[config.mk]
export PLATFORM = sky130hd
export DESIGN_NAME = direction_key_conditioner
export DESIGN_NICKNAME = d
export VERILOG_FILES = /design/src/rtl/direction_key_conditioner.sv
export SDC_FILE = /design/constraint.sdc
export NUM_CORES = 1
export LEC_CHECK = 0
export BUFFER_PORTS_ARGS = -buffer_cell sky130_fd_sc_hd__buf_2
export CELL_PAD_IN_SITES_DETAIL_PLACEMENT = 2
export CELL_PAD_IN_SITES_GLOBAL_PLACEMENT = 2
export CORE_ASPECT_RATIO = 1.1
export CORE_MARGIN = 4
export CORE_UTILIZATION = 44
export CTS_CLUSTER_DIAMETER = 60
export DETAILED_ROUTE_END_ITERATION = 7
export GPL_ROUTABILITY_DRIVEN = 0
export PLACE_DENSITY = 0.83
export SETUP_SLACK_MARGIN = 0.3
export SLEW_MARGIN = 25
export SYNTH_ARGS = -nofsm -noshare
export SYNTH_HDL_FRONTEND = slang
export SYNTH_SLANG_ARGS = --single-unit
[constraint.sdc]
create_clock -name clk_200m -period 2.9 [get_ports clk_200m]
set_clock_uncertainty 0.1 [all_clocks]
set_input_delay 0.29 -clock clk_200m [delete_from_list [all_inputs] [get_ports clk_200m]]
set_output_delay 0.29 -clock clk_200m [all_outputs]
set_load 0.01 [all_outputs]
[src/rtl/direction_key_conditioner.sv]
// Four-button direction input stage: per-key 2-flop sync, debounce, up>down>left>right priority,
// registered one-hot/code outputs with a press strobe. Define AUTO_REPEAT_EN for hold auto-repeat.
module direction_key_conditioner #(
    parameter int unsigned DEBOUNCE_CYCLES = 2000000,
    parameter int unsigned REPEAT_DELAY    = 100000000,
    parameter int unsigned REPEAT_PERIOD   = 20000000
) (
    input  logic       clk_200m,
    input  logic       rst_n,
    input  logic [3:0] key_n,
    output logic [3:0] direction,
    output logic [1:0] dir_code,
    output logic       dir_pulse,
    output logic       key_valid
);

    localparam int unsigned      CNT_W    = $clog2(DEBOUNCE_CYCLES + 1);
    localparam logic [CNT_W-1:0] CNT_LAST = CNT_W'(DEBOUNCE_CYCLES - 1);

`ifdef AUTO_REPEAT_EN
    typedef enum logic [1:0] {S_IDLE, S_HELD, S_REPEAT} state_t;
`else
    typedef enum logic [1:0] {S_IDLE, S_HELD} state_t;
`endif

    logic [3:0] r_sync1;
    logic [3:0] r_sync2;
    logic [3:0] w_stable;
    logic [3:0] w_pressed;
    logic [3:0] w_win;
    logic [1:0] w_win_code;

    state_t     r_state;
    state_t     w_state_next;
    logic       w_new_dir;
    logic       w_load;
    logic       w_release;
    logic       w_pulse;
    logic       w_rpt_fire;

    logic [3:0] r_direction;
    logic [1:0] r_dir_code;
    logic       r_dir_pulse;
    logic       r_key_valid;

    // NOTE: clocked state is always written with <= so every flop samples pre-edge values.
    always_ff @(posedge clk_200m or negedge rst_n) begin
        if (!rst_n) begin
            r_sync1 <= 4'b1111;
            r_sync2 <= 4'b1111;
        end else begin
            r_sync1 <= key_n;
            r_sync2 <= r_sync1;
        end
    end

    // A key's accepted level flips only after its synced level disagrees for DEBOUNCE_CYCLES edges.
    for (genvar gi = 0; gi < 4; gi++) begin : g_debounce
        logic             r_stable;
        logic [CNT_W-1:0] r_cnt;

        always_ff @(posedge clk_200m or negedge rst_n) begin
            if (!rst_n) begin
                r_stable <= 1'b1;
                r_cnt    <= '0;
            end else if (r_sync2[gi] == r_stable) begin
                r_cnt <= '0;
            end else if (r_cnt == CNT_LAST) begin
                r_stable <= r_sync2[gi];
                r_cnt    <= '0;
            end else begin
                r_cnt <= r_cnt + CNT_W'(1);
            end
        end

        assign w_stable[gi] = r_stable;
    end

    assign w_pressed = ~w_stable;

    // NOTE: every always_comb output gets a default first, so no path can infer a latch.
    always_comb begin
        w_win      = 4'b0000;
        w_win_code = 2'd0;
        if (w_pressed[3]) begin
            w_win      = 4'b1000;
            w_win_code = 2'd0;
        end else if (w_pressed[2]) begin
            w_win      = 4'b0100;
            w_win_code = 2'd1;
        end else if (w_pressed[1]) begin
            w_win      = 4'b0010;
            w_win_code = 2'd2;
        end else if (w_pressed[0]) begin
            w_win      = 4'b0001;
            w_win_code = 2'd3;
        end
    end

    // A new winner directly after a strobe waits one cycle so strobes never touch.
    assign w_new_dir = (w_win != 4'b0000) && (w_win != r_direction) && !r_dir_pulse;

`ifdef AUTO_REPEAT_EN
    localparam int unsigned      RPT_MAX     = (REPEAT_DELAY > REPEAT_PERIOD) ? REPEAT_DELAY
                                                                              : REPEAT_PERIOD;
    localparam int unsigned      RPT_W       = $clog2(RPT_MAX + 1);
    localparam logic [RPT_W-1:0] DELAY_LAST  = RPT_W'(REPEAT_DELAY - 1);
    localparam logic [RPT_W-1:0] PERIOD_LAST = RPT_W'(REPEAT_PERIOD - 1);

    logic [RPT_W-1:0] r_rpt_cnt;

    assign w_rpt_fire = (w_win != 4'b0000) && (w_win == r_direction) &&
                        (((r_state == S_HELD)   && (r_rpt_cnt == DELAY_LAST)) ||
                         ((r_state == S_REPEAT) && (r_rpt_cnt == PERIOD_LAST)));

    always_ff @(posedge clk_200m or negedge rst_n) begin
        if (!rst_n) begin
            r_rpt_cnt <= '0;
        end else if ((w_state_next == S_IDLE) || w_load || w_rpt_fire) begin
            r_rpt_cnt <= '0;
        end else begin
            r_rpt_cnt <= r_rpt_cnt + RPT_W'(1);
        end
    end
`else
    assign w_rpt_fire = 1'b0;

    // Repeat intervals under two cycles could make strobes touch; this build never times them.
    if ((REPEAT_DELAY < 2) || (REPEAT_PERIOD < 2)) begin : g_repeat_cfg_out_of_range
    end
`endif

    always_ff @(posedge clk_200m or negedge rst_n) begin
        if (!rst_n) begin
            r_state <= S_IDLE;
        end else begin
            r_state <= w_state_next;
        end
    end

    always_comb begin
        w_state_next = r_state;
        case (r_state)
            S_IDLE: begin
                if (w_new_dir) begin
                    w_state_next = S_HELD;
                end
            end
            S_HELD: begin
                if (w_win == 4'b0000) begin
                    w_state_next = S_IDLE;
                end
`ifdef AUTO_REPEAT_EN
                else if (w_rpt_fire) begin
                    w_state_next = S_REPEAT;
                end
`endif
            end
`ifdef AUTO_REPEAT_EN
            S_REPEAT: begin
                if (w_win == 4'b0000) begin
                    w_state_next = S_IDLE;
                end else if (w_new_dir) begin
                    w_state_next = S_HELD;
                end
            end
`endif
            default: w_state_next = S_IDLE;
        endcase
    end

    always_comb begin
        w_load    = 1'b0;
        w_release = 1'b0;
        case (r_state)
            S_IDLE: begin
                w_load = w_new_dir;
            end
            default: begin
                w_load    = w_new_dir;
                w_release = (w_win == 4'b0000);
            end
        endcase
        w_pulse = w_load || w_rpt_fire;
    end

    // dir_code is left alone on release so it keeps the last direction shown.
    always_ff @(posedge clk_200m or negedge rst_n) begin
        if (!rst_n) begin
            r_direction <= 4'b0000;
            r_dir_code  <= 2'd0;
            r_dir_pulse <= 1'b0;
            r_key_valid <= 1'b0;
        end else begin
            r_dir_pulse <= w_pulse;
            if (w_load) begin
                r_direction <= w_win;
                r_dir_code  <= w_win_code;
                r_key_valid <= 1'b1;
            end else if (w_release) begin
                r_direction <= 4'b0000;
                r_key_valid <= 1'b0;
            end
        end
    end

    assign direction = r_direction;
    assign dir_code  = r_dir_code;
    assign dir_pulse = r_dir_pulse;
    assign key_valid = r_key_valid;

endmodule

==> run_results.csv <==
group,metric,value,unit
drt,vias_per_cell,5.43,
pwr,power.leakage,2.33,nW
worst_setup_path,regToRegSetupSlack,0.64,ns
cells_and_area,final_core_util,49.8,%
clock_tree,cts_sinks,105,
sta,fin_tns_setup,0,ns
clock_tree,clkLatencyLatePin,0.35,ns
worst_hold_path,holdCritPathClass,"flop to flop",
cells_and_area,mostFrequentLayoutCells,"98 x nor2_1, 93 x dfrtp_1, 48 x xor2_1",
sta,setup_viol,0,
sta,finalWorstSetupSlack,0.641,ns
drt,post-route-drc-count,0,
sta,hold_viol_final,0,
clock_tree,clockRootBuffer,"clkbuf_16",
synthesis,syn_inst,483,
die,dieArea,13100,um^2
cells_and_area,design_area,5490,um^2
clock_tree,cts_tree,"done",
drt,wl_per_cell,17.9,um
grt,use_met3,2.85,%
grt,grt_use_met1,23.8,%
grt,grt_busiest_layer,"met2",
cells_and_area,n_antenna_cell,0,
grt,track_usage,19.6,%
run,drv_cap,0,
synthesis,synth_fp_nets,493,
die,fp.dieW,110,um
synthesis,synthArstFlopShare,100,%
drt,drtIter0Drc,86,
die,core-area,11000,um^2
drt,drtAntennaViolNets,0,
synthesis,synth_seq_area_share,52.9,%
drt,vias,3546,
cells_and_area,area_growth,9.93,%
grt,grt_max_degree,55,
synthesis,synth_edf_count,0,
pwr,power.density,502,nW/um^2
synthesis,syn_area,4990,um^2
clock_tree,clkSlewWorstSetupHoldPaths,0.07,ns
clock_tree,ctsLongestPathBuffers,2,
placed_design,placed_area,5160,um^2
worst_setup_path,critPathLaunchType,"flop",
worst_setup_path,crit_required,3.03,ns
die,die_y,120,um
placed_design,dp_hpwl,7810,um
clock_tree,numCtsBuffers,9,
placed_design,portBuffers,13,
sta,fmax,443,MHz
sta,fin_crit_sh,77.9,%
grt,grt_overflow,0,
sta,rsz0062_at_grt,"false",
placed_design,dp_slack,0.636,ns
grt,grt_pass1_vias,4030,
cells_and_area,drive_gt1_share,11.1,%
drt,drt_wl_total,11700,um
grt,antenna_found_initial,0,
sta,worstMarginPinSlew,0.693,ns
cells_and_area,final_common_cell,"nor2_1",
synthesis,yosysWarnings,0,
worst_setup_path,crit_arrival,2.39,ns
grt,grtUsageMet2,34.5,%
clock_tree,htreeDepth,3,
synthesis,ys_seq_elements,105,
synthesis,avgSynthCellArea,10.3,um^2
pwr,ir_drop,0.219,mV
cells_and_area,nets,511,
sta,drv_slew,0,
synthesis,ys.flop_type,"dfrtp_1",
worst_setup_path,cp-end-kind,"flop",
synthesis,ys_types,44,
grt,grt_first_pass_wirelength,20200,um
sta,relSlewSlack,53.8,%
outcome,status,"finished, final reports clean",
drt,drt_first_pass_iters,4,
sta,fin_crit,2.26,ns
die,pin_count,14,
clock_tree,cts_setup_buffers,0,
die,rows,40,
die,start_util,45.3,%
worst_setup_path,critPathKind,"flop to flop",
worst_setup_path,path_max_fanout,12,
[area by class of cell]
class,count,area [um^2]
Clock buffer,14,264
Clock inverter,2,12.5
Fill cell,1151,5520
Inverter,12,45.0
Multi-Input combinational cell,353,2190
Sequential cell,105,2640
Tap cell,147,184
Timing Repair Buffer,20,145
[state kept, by name, summed over array words and instances (netlist names)]
name	count
dir_code	2
r_sync1	4
direction	4
r_state	1
g_debounce.r_stable	4
dir_pulse	1
r_sync2	4
g_debounce.r_cnt	84
key_valid	1
[per-stage QoR]
step	hold WS [ns]	power (mW)	std cells
2_1_floorplan	-0.106	1.58	483
3_3_place_gp	0.247	1.62	632
3_5_place_dp	0.249	1.63	632
4_1_cts	0.258	2.80	653
5_1_grt	0.260	2.88	653
6_report	0.257	2.76	653
[power breakdown]
group          switching [mW]  leakage, nW  internal, mW  total [mW]
Combinational          0.0657        0.794        0.0272      0.0930
Clock                   0.526        0.133         0.630        1.16
Sequential             0.0195         1.40          1.49        1.51
[synth_stat cells (9+ instances only)]
cell type  number  area (um^2)
and3_1          9         56.3
xnor2_1        34          298
dfstp_2        12          315
nand3_1        38          190
inv_1          12         45.0
nor2_1         98          368
nor3_1         10         50.1
dfrtp_1        93         2330
nand4_1        20          125
xor2_1         48          420
nand2_1        34          128
[critical path, stage by stage (launching register included)]
cell,delay [ns]
dfstp_2,0.64
and3_1,0.36
xor2_1,0.13
a22oi_2,0.52
mux2_2,0.40
[what timing repair did]
item / CTS / global route
resized for setup: 0 / 0
hold buffers: 5 / 0
hold endpoints to repair: 49 / 0
[layer usage]
metal / vias to the layer above / share of wire, %
met5: - / 0
met1: 1851 / 43
li1: 1661 / -
met4: 0 / 1.9
met3: 13 / 1.7
met2: 21 / 54
[final timing paths]
check | from | end | depth (start not counted)
worst max-delay path | g_debounce[3].r_stable | dir_code[1] | 4
worst min-delay path | r_sync1[3] | r_sync2[3] | 0
worst max register to register | g_debounce[3].r_stable | dir_code[1] | 4
worst min register to register | r_sync1[3] | r_sync2[3] | 0
max in group asynchronous | rst_n | g_debounce[1].r_stable | 3
min in group asynchronous | rst_n | g_debounce[0].r_cnt[15] | 2
[kinds of logic after synthesis]
family                   Yosys count  synth area share [%]
buffers and inverters             25                  3.11
multiplexers                       7                  1.53
XOR/XNOR                          82                  14.4
AO/OA/AOI/OAI                     10                  1.25
AND/OR/NAND/NOR                  250                  25.8
flip-flops                       105                  52.9
adder cells (fa/ha/maj)            4                  1.00
Note: power is estimated with default switching activity, not from simulation.
